$ cat src/rtl/trng_sample_reader.sv
// rtl/trng_sample_reader.sv - packs entropy samples into words and buffers them in a drop-on-full FIFO
//
// Purpose: drains NBITS-wide entropy samples, packs SPW = WORD_W/NBITS of them into one
// WORD_W-bit word (first sample in the MSBs) and queues the word in a DEPTH-entry FIFO
// that is read over a valid/ready handshake. The source cannot be stalled, so a word
// completed while the FIFO is full is discarded and its samples are counted as lost.
//
// Ports:
//   clk, rst_ni    clock, synchronous active-low reset
//   sample_i       NBITS sample bits, qualified by sample_vld_i
//   clear_i        synchronous flush of packer, FIFO and loss counters
//   rd_data_o      FIFO head word, meaningful while rd_valid_o is high
//   rd_valid_o     head word valid; popped when rd_ready_i is also high
//   level_o        FIFO occupancy 0..DEPTH
//   overflow_o     sticky flag: at least one sample dropped
//   drop_cnt_o     dropped-sample count, saturating
module trng_sample_reader #(
    parameter int unsigned NBITS  = 1,
    parameter int unsigned WORD_W = 32,
    parameter int unsigned DEPTH  = 4
) (
    input  logic                       clk,
    input  logic                       rst_ni,
    input  logic [NBITS-1:0]           sample_i,
    input  logic                       sample_vld_i,
    input  logic                       clear_i,
    output logic [WORD_W-1:0]          rd_data_o,
    output logic                       rd_valid_o,
    input  logic                       rd_ready_i,
    output logic [$clog2(DEPTH):0]     level_o,
    output logic                       overflow_o,
    output logic [15:0]                drop_cnt_o
);

    localparam int unsigned SPW = WORD_W / NBITS;
    localparam int unsigned CW  = (SPW > 1) ? $clog2(SPW) : 1;
    localparam int unsigned AW  = $clog2(DEPTH);
    localparam int unsigned LW  = AW + 1;

    if (WORD_W % NBITS != 0) begin : g_bad_word_w
        $error("trng_sample_reader: WORD_W must be a multiple of NBITS");
    end
    if (DEPTH < 2 || (DEPTH & (DEPTH - 1)) != 0) begin : g_bad_depth
        $error("trng_sample_reader: DEPTH must be a power of two >= 2");
    end

    logic [WORD_W-1:0] acc_q, acc_d;
    logic [CW-1:0]     cnt_q, cnt_d;
    logic [WORD_W-1:0] mem_q [DEPTH];
    logic [WORD_W-1:0] mem_d [DEPTH];
    logic [AW-1:0]     wr_ptr_q, wr_ptr_d;
    logic [AW-1:0]     rd_ptr_q, rd_ptr_d;
    logic [LW-1:0]     level_q, level_d;
    logic              overflow_q, overflow_d;
    logic [15:0]       drop_cnt_q, drop_cnt_d;

    // Accumulator after shifting in the current sample; on the completing sample this
    // is exactly the word that goes to the FIFO.
    logic [WORD_W-1:0] shifted;
    if (SPW == 1) begin : g_single
        assign shifted = sample_i;
    end else begin : g_shift
        assign shifted = {acc_q[WORD_W-NBITS-1:0], sample_i};
    end

    logic        pop;
    logic        last;
    logic        push;
    logic [16:0] drop_sum;

    always_comb begin
        acc_d      = acc_q;
        cnt_d      = cnt_q;
        mem_d      = mem_q;
        wr_ptr_d   = wr_ptr_q;
        rd_ptr_d   = rd_ptr_q;
        level_d    = level_q;
        overflow_d = overflow_q;
        drop_cnt_d = drop_cnt_q;

        pop      = (level_q != '0) && rd_ready_i;
        last     = sample_vld_i && (cnt_q == CW'(SPW - 1));
        // A full FIFO still takes the word when the head leaves on the same edge.
        push     = last && ((level_q != LW'(DEPTH)) || pop);
        drop_sum = {1'b0, drop_cnt_q} + 17'(SPW);

        if (sample_vld_i) begin
            acc_d = shifted;
            cnt_d = last ? '0 : cnt_q + CW'(1);
        end

        if (push) begin
            mem_d[wr_ptr_q] = shifted;
            wr_ptr_d        = wr_ptr_q + AW'(1);
        end

        if (last && !push) begin
            overflow_d = 1'b1;
            drop_cnt_d = drop_sum[16] ? 16'hFFFF : drop_sum[15:0];
        end

        if (pop) begin
            rd_ptr_d = rd_ptr_q + AW'(1);
        end

        case ({push, pop})
            2'b10:   level_d = level_q + LW'(1);
            2'b01:   level_d = level_q - LW'(1);
            default: level_d = level_q;
        endcase

        if (clear_i) begin
            acc_d      = '0;
            cnt_d      = '0;
            for (int i = 0; i < DEPTH; i++) mem_d[i] = '0;
            wr_ptr_d   = '0;
            rd_ptr_d   = '0;
            level_d    = '0;
            overflow_d = 1'b0;
            drop_cnt_d = '0;
        end
    end

    always_ff @(posedge clk) begin
        if (!rst_ni) begin
            acc_q      <= '0;
            cnt_q      <= '0;
            for (int i = 0; i < DEPTH; i++) mem_q[i] <= '0;
            wr_ptr_q   <= '0;
            rd_ptr_q   <= '0;
            level_q    <= '0;
            overflow_q <= 1'b0;
            drop_cnt_q <= '0;
        end else begin
            acc_q      <= acc_d;
            cnt_q      <= cnt_d;
            mem_q      <= mem_d;
            wr_ptr_q   <= wr_ptr_d;
            rd_ptr_q   <= rd_ptr_d;
            level_q    <= level_d;
            overflow_q <= overflow_d;
            drop_cnt_q <= drop_cnt_d;
        end
    end

    // Memory is cleared on reset/flush so the head reads as zero when the FIFO is empty
    // after either event.
    assign rd_data_o  = mem_q[rd_ptr_q];
    assign rd_valid_o = (level_q != '0);
    assign level_o    = level_q;
    assign overflow_o = overflow_q;
    assign drop_cnt_o = drop_cnt_q;

endmodule

$ cat config.mk
export PLATFORM = sky130hd
export DESIGN_NAME = trng_sample_reader
export DESIGN_NICKNAME = d
export VERILOG_FILES = /design/src/rtl/trng_sample_reader.sv
export SDC_FILE = /design/constraint.sdc
export NUM_CORES = 1
export LEC_CHECK = 0
export BUFFER_PORTS_ARGS = -buffer_cell sky130_fd_sc_hd__buf_2
export CORE_MARGIN = 1.5
export CORE_UTILIZATION = 40
export CTS_CLUSTER_DIAMETER = 60
export DETAILED_ROUTE_END_ITERATION = 8
export GPL_ROUTABILITY_DRIVEN = 0
export SLEW_MARGIN = 20
export SYNTH_ARGS = -nofsm -noshare
export SYNTH_HDL_FRONTEND = slang
export SYNTH_SLANG_ARGS = --single-unit
export TNS_END_PERCENT = 1
$ cat constraint.sdc
create_clock -name clk -period 4.8 [get_ports clk]
set_input_delay 0.48 -clock clk [delete_from_list [all_inputs] [get_ports clk]]
set_output_delay 0.48 -clock clk [all_outputs]
set_load 0.02 [all_outputs]
# Yosys cells after proc, flatten, opt, wreduce, memory -nomap -nowiden
# Cells that the tools add are included.
# classes
add_sub_neg,6
magnitude_cmp,3
eq_ne,4
mux,9
bitwise_logic,3
n_reduce_logical,10
# op_table
cell,n
$bwmux W128,1
$mux W32,3
$bmux W32 S2,1
$demux W32 S2,1
$add A16 B6 Y17 const B,1
$mux W16,1
$ge A3 B3 Y1 const B,2
$not A2 Y3,2
$pmux W3 S2,1
$add A5 B1 Y5 const B,1
$eq A5 B5 Y1 const B,1
$logic_and A1 B1 Y1,5
$mux W5,1
$add A2 B1 Y2 const B,2
$add A3 B1 Y3 const B,1
$lt A3 B1 Y1 const B,1
$ne A3 B3 Y1 const B,1
$reduce_bool A3 Y1,1
$sub A3 B1 Y3 const B,1
$eq A2 B1 Y1 const B,1
$eq A2 B2 Y1 const B,1
$reduce_bool A2 Y1,1
$reduce_or A2 Y1,1
$logic_not A1 Y1,1
2 further kinds,2
# word_totals
register_bits,188
input_bits,6

# Logic depth before layout (Yosys ltp)
# Gate-level depths: netlist (run 1).
# logic_depth
word_depth,6
depth_mapped,13
ltp_nobuf,12

# Worst setup path after synthesis (run 1)
# OpenSTA, ideal clock, no wires.
# synth_timing
path_type,flip-flop to flip-flop
startpoint,register cnt_q[0]
endpoint,"register level_q[2], in the netlist level_o[2]"
setup_time_ps,70
arrival_time_ps,2643
t_required_ps,4730
setup_slack_ps,2086
path_stages_with_launch,14
n_path_buf,1
period_less_slack_ps,2714
path_cell_list,dfxtp_1 -> ha_1 -> and3_1 -> ha_1 -> and2_1 -> clkbuf_1 -> and2_1 -> inv_1 -> ha_1 -> inv_1 -> fa_1 -> xor2_1 -> or3_1 -> a21oi_1
# synth_via
elab_chain_cells,5
# synth_rtl
item,line_no,rtl
"start, declared",48,"logic [CW-1:0] cnt_q, cnt_d;"
"start signal, assigned",136,cnt_q <= cnt_d;
$eq A5 B5 Y1 (*),82,last = sample_vld_i && (cnt_q == CW'(SPW - 1));
$logic_and A1 B1 Y1 (*),82,
$logic_and A1 B1 Y1 (*),84,push = last && ((level_q != LW'(DEPTH)) || pop);
$eq A2 B1 Y1 / $eq A2 B2 Y1 (equally long branches),106,"case ({push, pop})"
$pmux W3 S2 / $reduce_bool A2 Y1 (equally long branches),--,
"end signal, assigned",140,level_q <= level_d;
"end, declared",53,"logic [LW-1:0] level_q, level_d;"
# Mark *: on every way between the ends. The rest lies on a longest branch, timed or not.
# A chain may end at the register's enable or synchronous reset.

# Worst setup path in the final report (run 1)
# layout_timing
startpoint,register rd_ptr_q[1]
endpoint,output rd_data_o[25]
# layout_via
elab_chain_cells,4
# layout_rtl
item,line_no,rtl
"start, declared",52,"logic [AW-1:0] rd_ptr_q, rd_ptr_d;"
"start signal, assigned",139,rd_ptr_q <= rd_ptr_d;
$not A2 Y3 (not written as such),148,assign rd_data_o = mem_q[rd_ptr_q];
$bmux W32 S2,148,
$mux W32 (not written as such) (2 in a row),148,
"end, declared",27,"output logic [WORD_W-1:0] rd_data_o,"
# Every way passes these cells. The select of a mux whose other input is x is not followed.

==> metrics.yaml, run 1 <==
rr_worst_depth: 12
finalHoldViolCount: 0
skew_ns: 0.01184
cts_resized: 0
worstSkewPairLatency_ns: 0.42
die_width_um: 140.2
nets: 880
synth_ff_type: "dfxtp_1"
min_path_type: "in -> reg"
io_buffers: 58
crit_fanout: 18
p_per_area_nw_per_um2: 343.7
power_frac_seq: 0.527
critPathKind: "reg -> out"
num_vias: 5679
cts_hold_buf: 0
leakagePower_uw: 0.002879
r2r_setup_slack_ns: 2.00
cp-start-kind: "register"
min_from: "sample_i"
initial_core_util: 0.4132
min_period_ns: 2.946
intPower_uw: 2305
setup_tns_ns: 0
finalWirelength_um: 17250
n_antenna_cell: 0
syn_nets: 863
total_power_uw: 2901
synthCells: 848
final_cell_mix: "nand2_1 (260), dfxtp_1 (182), a21oi_1 (143), buf_2 (58), nor2_1 (50)"
core-area_um2: 18210
ir_drop_v: 0.0002316
p_sw_uw: 596.6
yosys.area.top_type: "dfxtp_1"
clk_pin_slew_worst_paths_ns: 0.06
drv_cap: 0
finalSetupViolations: 0
pin_count: 59
cts_made_buffers: 17
clock.fmax_mhz: 339.5
num_rows: 49
min_to: "mem_q[32]"
status: "finished, final reports clean"
netlist_area_um2: 7525
grt_overflow: 0
synth_cell_type_count: 38
antenna_found_initial: 0
fill_cells: 1780
drc: 0
clkSinkCount: 184
clockRootBuffer: "clkbuf_16"
syn2layout_area_growth_pct: 12.19
crit_arrival_ns: 2.47
worst_pin_slew_ns: 1.036
gr-usage-all-layers: 0.1799
tritoncts: "yes"
reg2reg_to: "level_o[2]"
dp_hpwl_um: 9447
post_cts.repair.setup_buffers: 0
synth_top_area_frac: 0.4895
grt_max_degree: 185
cts_buffer_depth: 2
drv_slew: 0
drt-vias-per-instance: 5.135
final_common_cell: "nand2_1"
hold_path_depth: 3
avgSynthCellArea_um2: 8.873
cts_max_level: 4
grt_pass1_vias: 5428
synth_area_leaders: "dfxtp_1 (49%), nand2_1 (13%), mux4_2 (9.6%), a21oi_1 (9.5%), mux2i_1 (4.4%)"
drive_gt1_frac: 0.1574
grt_pass1_wl_um: 28120
seqCellArea_um2: 3686
relSlewSlack: 0.3092
clkPwrFrac: 0.457
die-height_um: 140.2
async_flop_share: 0
dr.first_iter.drc_count: 441
ys_ff_latch: 184
crit_path_end_kind: "output port"
synth_edf_count: 0
die-area_um2: 19640
seq_area_frac_synth: 0.4895
final_core_utilization: 0.4636
drt_pass1_iterations: 5
swShare: 0.2056
r2r_start: "cnt_q[0]"
yosys_warnings: 0
routedWlPerCell_um: 15.60
rsz0062_at_grt: "false"
multiInputGateArea_um2: 3512
antenna_left: 0
combPwrFrac: 0.016
post-route-period-util: 0.6137
required_ns: 4.32
-- kinds of logic (layout without fill, tap and decap cells) --
| family | count (synthesis) | in the layout | share of synthesized area |
|---|---|---|---|
| flops | 184 | 184 | 0.4895 |
| simple gates | 350 | 350 | 0.1934 |
| fa+ha+maj | 9 | 9 | 0.01596 |
| mux | 65 | 65 | 0.1397 |
| buf+inv | 77 | 106 | 0.04523 |
| compound gates | 151 | 151 | 0.1023 |
| xor+xnor | 12 | 12 | 0.01397 |
-- registers in the layout, indices dropped and copies added (netlist names) --
signal,flops
acc_q,31
cnt_q,5
drop_cnt_o,12
level_o,3
mem_q,128
overflow_o,1
rd_ptr_q,2
wr_ptr_q,2
-- power groups by stage --
stage / logic, µW / clock network, µW / registers, µW
after global placement: 47.9 / 0 / 1560
after global routing: 50.7 / 1430 / 1530
after CTS: 47.3 / 1360 / 1530
after floorplan: 35.2 / 0 / 1560
final: 47.1 / 1330 / 1530
after detailed placement: 47.2 / 0 / 1560
-- through the flow --
stage                     setup slack, ns  hold slack (ns)  area (µm²)  instances
after floorplan                     2.086           0.4331        7525        848
after global placement              2.030           0.4390        7881       1075
after detailed placement            2.013           0.4453        7881       1075
after CTS                           1.790           0.3337        8442       1106
after global routing                1.708           0.3596        8442       1106
final                               1.854           0.3481        8442       1106
-- routing by layer --
layer  wire length [µm]  track usage  vias up
met5                  0            0        -
met4                118      0.04654        0
met3               1003      0.04171        6
met2               7896       0.2835      121
met1               8235       0.2492     2688
li1                   -            -     2864
-- synth_stat cells, types with 2 or more instances --
cell type / n
or3_1: 2
buf_6: 3
xnor2_1: 9
nand3b_1: 2
nand3_1: 8
and2_1: 2
a21oi_1: 143
clkbuf_1: 46
nand2_1: 260
xor2_1: 3
mux4_2: 32
mux2i_1: 33
buf_4: 4
nor2b_1: 5
and3_1: 7
nand4_1: 2
nor4_4: 2
nor2_1: 50
o21ai_0: 3
buf_2: 11
ha_1: 8
dfxtp_1: 184
nor3_1: 3
buf_1: 4
inv_1: 9
-- worst max path at each step --
stage / from / to / depth (start not counted)
after floorplan: cnt_q[0] / level_o[2] / 13
after global placement: cnt_q[0] / level_o[2] / 12
after detailed placement: cnt_q[0] / level_o[2] / 12
after CTS: rd_ptr_q[1] / rd_data_o[25] / 3
after global routing: rd_ptr_q[1] / rd_data_o[25] / 3
final: rd_ptr_q[1] / rd_data_o[25] / 3
-- cell type report --
cell class | count | area share
Clock buffer | 24 | 0.05825
Multi-Input combinational cell | 587 | 0.4160
Timing Repair Buffer | 66 | 0.04298
Clock inverter | 7 | 0.008152
Sequential cell | 184 | 0.4366
Inverter | 9 | 0.004002
Tap cell | 229 | 0.03394
-- critical path, stage by stage, from the launching register on --
cell	delay (ns)
dfxtp_2	0.74
buf_4	0.48
mux4_2	0.61
buf_2	0.19
Note: power is estimated with default switching activity, not from simulation.
==> inputs of run 2 (changes only) <==
clock period = 3.08 ns   (was 4.8 ns; I/O delays follow)
==> run 2 against run 1 <==
Effect of this change: power grew 66%; non-clock buffer count grew 9; die area is the same; critical endpoint is now level_o[2]; routed wire length grew 2.0%; combinational power grew 61%; global-route usage grew 0.46 points; sequential share of layout area shrank 0.84 points; sequential power grew 56%; cell count grew 0.90%; highest routed layer unchanged; clock power grew 78%.
==> metrics.yaml, run 2 (synthesized netlist as in run 1, its figures left out) <==
dr.first_iter.drc_count: 290
cts_made_buffers: 17
drt-vias-per-instance: 5.170
antenna_left: 0
grt_pass1_vias: 5350
nets: 889
final_common_cell: "nand2_1"
required_ns: 3.43
die_width_um: 140.2
multiInputGateArea_um2: 3508
crit_arrival_ns: 2.97
routedWlPerCell_um: 15.77
tritoncts: "yes"
post_cts.repair.setup_buffers: 0
place_area_um2: 7958
r2r_setup_slack_ns: 0.46
cts_hold_buf: 0
clkSinkCount: 184
finalWirelength_um: 17600
crit_fanout: 4
clk_pin_slew_worst_paths_ns: 0.07
relSlewSlack: 0.5135
place_ws_ns: 0.4898
p_per_area_nw_per_um2: 560.7
min_period_ns: 2.618
antenna_found_initial: 0
num_rows: 49
dp_cells: 1084
drt_pass1_iterations: 5
instances_no_fill: 1116
setup_ws_ns: 0.4622
finalHoldViolCount: 0
critPathKind: "reg -> reg"
cp-start-kind: "register"
cts_buffer_depth: 2
rsz0062_at_grt: "false"
final_cell_area_um2: 8607
drv_slew: 0
final_core_utilization: 0.4727
cts_resized: 0
drv_cap: 0
skew_ns: 0.008342
dp_hpwl_um: 9771
fill_cells: 1751
core-area_um2: 18210
largest_reg_flops: 128
seqCellArea_um2: 3686
worst_pin_slew_ns: 0.7297
min_path_type: "in -> reg"
status: "finished, final reports clean"
finalSetupViolations: 0
drc: 0
ir_drop_v: 0.0003457
clockRootBuffer: "clkbuf_16"
final_cell_mix: "nand2_1 (260), dfxtp_1 (182), a21oi_1 (143), buf_2 (58), nor2_1 (50)"
die-area_um2: 19640
n_antenna_cell: 0
crit_path_end_kind: "register"
leakagePower_uw: 0.002966
grt_max_degree: 83
cts_max_level: 4
worstSkewPairLatency_ns: 0.43
drive_gt1_frac: 0.1657
pin_count: 59
post-route-period-util: 0.8499
die-height_um: 140.2
num_vias: 5770
setup_tns_ns: 0
gr-usage-all-layers: 0.1845
io_buffers: 58
initial_core_util: 0.4132
largest-register: "mem_q"
grt_pass1_wl_um: 28510
clock.fmax_mhz: 382.0
syn2layout_area_growth_pct: 14.38
grt_overflow: 0
-- run 2: cell types whose count changed in the layout (fill, tap and decap cells not counted), sizes merged --
cell      before  now
buf           66   75
bufinv         1    4
clkbuf        24   22
clkinv         4    2
clkinvlp       2    3
inv            9   10
-- run 2: area by class of cell --
cell class | count | share of cell area
Clock inverter | 10 | 0.01919
Sequential cell | 184 | 0.4283
Timing Repair Buffer | 75 | 0.05146
Multi-Input combinational cell | 587 | 0.4076
Tap cell | 229 | 0.03329
Inverter | 9 | 0.003925
Clock buffer | 22 | 0.05626
-- run 2: final timing paths --
check,to,cells past startpoint,startpoint
setup / recovery,level_o[2],12,cnt_q[0]
hold / removal,mem_q[32],3,sample_i
setup reg to reg,level_o[2],12,cnt_q[0]
hold reg to reg,mem_q[85],2,mem_q[85]
-- run 2: layer usage --
layer	up-vias	share of wire	track usage	wire (µm)
met5	-	0	0	0
met4	0	0.0078	0.04875	138
met3	10	0.035	0.04376	621
met2	89	0.48	0.2983	8387
met1	2786	0.48	0.2481	8455
li1	2885	-	-	-
-- run 2: report_power, final --
| part | total [µW] | switching, µW | internal, µW | leakage (µW) |
|---|---|---|---|---|
| registers | 2380 | 1.80 | 2380 | 0.00148 |
| logic | 75.9 | 56.1 | 19.8 | 0.00117 |
| clock network | 2370 | 920 | 1450 | 0.000309 |
-- run 2: critical path: stages, from the launching register on --
cell	delay [ns]
dfxtp_1	0.34
ha_1	0.23
and3_1	0.19
ha_1	0.18
and2_1	0.17
and2_1	0.19
inv_1	0.06
ha_1	0.16
inv_1	0.06
fa_1	0.37
xor2_1	0.15
or3_1	0.30
a21oi_1	0.13
-- run 2: through the flow --
stage | power [µW] | hold slack [ns]
3_3_place_gp | 2511 | 0.4393
3_5_place_dp | 2512 | 0.4456
5_1_grt | 4969 | 0.1683
6_report | 4826 | 0.1834
4_1_cts | 4866 | 0.1641
2_1_floorplan | 2490 | 0.4331
==> inputs of run 3 (changes only) <==
ABC_AREA = 1   (was default)
clock period = 2.31 ns   (was 3.08 ns; I/O delays follow)
==> run 3 against run 2 <==
Effect of this change: via count increased by 26%; critical path depth is 2 higher; cell count rose by 23%; sequential cell count unchanged; count of clock-buffer cells in the layout decreased by 2; combinational power rose by 34%; power up 32%; worst hold slack lost 0.070 ns; clock skew is 0.0045 ns higher; largest cell class unchanged; synthesized area increased by 5.2%; non-clock buffer count increased by 18.
==> metrics.yaml, run 3 <==
drive_gt1_frac: 0.1277
instances_no_fill: 1377
drv_slew: 0
final_cell_mix: "nand2_1 (223), dfxtp_1 (183), a21oi_1 (177), nand3_1 (146), nor2_1 (78)"
crit_arrival_ns: 2.52
leakagePower_uw: 0.003079
cts_made_buffers: 17
yosys.area.top_type: "dfxtp_1"
die-height_um: 143.7
place_area_um2: 8391
dr.first_iter.drc_count: 596
syn_nets: 1094
cp_common_cell: "ha_1"
num_vias: 7299
seq_area_frac_synth: 0.4654
rsz0062_at_grt: "true"
max_stage_delay_ns: 0.38
cts_buffer_depth: 2
synthTopCellsByCount: "nand2_1 (224), dfxtp_1 (184), a21oi_1 (177)"
min_path_type: "in -> reg"
dp_cells: 1345
wl_met1_um: 10380
fill_cells: 1964
crit_chain: "ha_1 -> inv_1 -> nor3_1 -> ha_1 -> nand2_2 -> inv_2 -> nand2_4 -> ha_1 -> inv_1 -> fa_1 -> a21oi_1 -> o21ai_0 -> o21ai_0 -> a21oi_1"
status: "finished, final reports clean"
clk_pin_slew_worst_paths_ns: 0.07
tritoncts: "yes"
worstSkewPairLatency_ns: 0.43
clkPwrFrac: 0.487
routedWlPerCell_um: 15.87
wl_met2_um: 10130
combPwrFrac: 0.016
rr_worst_depth: 14
grt_max_degree: 104
nets: 1114
post-route-period-util: 0.9548
final_common_cell: "nand2_1"
r2r_setup_slack_ns: 0.10
min_period_ns: 2.205
synthCells: 1079
async_flop_share: 0
power_frac_seq: 0.497
drt-vias-per-instance: 5.301
crit_start: "cnt_q[0]"
clockRootBuffer: "clkbuf_16"
intPower_uw: 4998
wl_met3_um: 1071
avgSynthCellArea_um2: 7.336
skew_ns: 0.01282
synth_edf_count: 0
synth_most_common_cell: "nand2_1"
gr-usage-all-layers: 0.2186
synth_cell_type_count: 29
cp_slowest_cell: "fa_1"
critPathKind: "reg -> reg"
reg2reg_to: "level_o[2]"
io_buffers: 58
initial_core_util: 0.4067
netlist_area_um2: 7915
relSlewSlack: 0.6521
antenna_left: 0
largest-register: "mem_q"
top_layer: "met4"
r2r_start: "cnt_q[0]"
crit_path_end_kind: "register"
drt_pass1_iterations: 5
swShare: 0.2173
crit_fanout: 3
grt_pass1_wl_um: 35410
die-area_um2: 20640
cp-start-kind: "register"
antenna_found_initial: 0
p_per_area_nw_per_um2: 705.5
synth_area_leaders: "dfxtp_1 (47%), a21oi_1 (11%), nand2_1 (11%), nand3_1 (9.2%), o21ai_0 (4.7%)"
n_antenna_cell: 0
yosys_warnings: 0
ir_drop_v: 0.0004397
grt_pass1_vias: 6849
final_core_utilization: 0.4651
clkSinkCount: 184
total_power_uw: 6386
finalWirelength_um: 21850
core-area_um2: 19460
pin_count: 59
die_width_um: 143.7
required_ns: 2.63
finalSetupViolations: 0
setup_tns_ns: 0
post_cts.repair.setup_buffers: 0
syn2layout_area_growth_pct: 14.35
dp_hpwl_um: 12150
num_rows: 51
p_sw_uw: 1388
largest_reg_flops: 128
drc: 0
cts_max_level: 4
synth_ff_type: "dfxtp_1"
grt_overflow: 0
drv_cap: 0
worst_pin_slew_ns: 0.5218
synth_top_area_frac: 0.4654
clock.fmax_mhz: 453.4
final_cell_area_um2: 9051
finalHoldViolCount: 0
critPathCapture: "level_o[2]"
ys_ff_latch: 184
[run 3: changes by cell type in the layout (fill, tap and decap cells not counted), moves of 12 or more]
cell / delta
nor2_1: +28
nand3_1: +138
o21ai_0: +72
a21oi_1: +34
mux2i_1: -33
mux4_2: -32
o22ai_1: +32
nand2_1: -37
inv_1: +17
buf_4: +12
[run 3: layer usage]
layer,vias up,GRT usage
li1,3694,-
met1,3404,0.2927
met2,176,0.3601
met3,25,0.04032
met4,0,0.06122
met5,-,0
[run 3: worst min-delay path by stage]
stage / startpoint / end / slack (ns) / cells past startpoint
finish: sample_i / mem_q[96] / 0.11 / 3
global route: sample_i / mem_q[0] / 0.13 / 3
CTS: sample_i / mem_q[96] / 0.10 / 3
detailed placement: mem_q[85] / mem_q[85] / 0.45 / 2
global placement: mem_q[94] / mem_q[94] / 0.45 / 2
floorplan: sample_i / acc_q[0] / 0.38 / 2
[run 3: power groups by stage]
stage               clock [µW]  sequential, µW  combinational [µW]
floorplan                    0            3250                65.7
global placement             0            3250                 104
detailed placement           0            3250                 103
CTS                       3170            3170                 103
global route              3290            3170                 111
finish                    3110            3170                 102
[run 3: repair_timing]
action,in CTS,in global routing
hold buffers,0,0
gates resized for setup,1,7
setup endpoints to repair,1,132
[run 3: kinds of logic (layout without fill, tap and decap cells)]
group / Yosys count / after routing / share of synthesized area
compound gates: 291 / 291 / 0.1903
buf+inv: 124 / 157 / 0.07556
fa+ha+maj: 9 / 9 / 0.01518
simple gates: 471 / 471 / 0.2536
flops: 184 / 184 / 0.4654
[run 3: cell type report]
cell class	count	area, µm²	share of cell area
multi-input cells	771	3636	0.4017
well taps	265	331.6	0.03663
clock inverters	12	163.9	0.01811
inverters	32	133.9	0.01479
repair buffers	93	634.4	0.07009
flip-flops and latches	184	3685	0.4071
clock buffers	20	466.7	0.05156
[run 3: critical path, delay by kind of cell, from the launching register on]
family	cells	cell delay [ns]
buffers and inverters	3	0.19
flip-flops	1	0.33
AND/OR/NAND/NOR	3	0.20
adder cells (fa/ha/maj)	4	0.92
AO/OA/AOI/OAI	4	0.47
[run 3: stage by stage]
stage	hold slack [ns]	setup WS [ns]
floorplan	0.3800	0.1308
global placement	0.4457	0.1168
detailed placement	0.4494	0.09976
CTS	0.1011	0.03130
global route	0.1268	-0.04474
finish	0.1136	0.1045
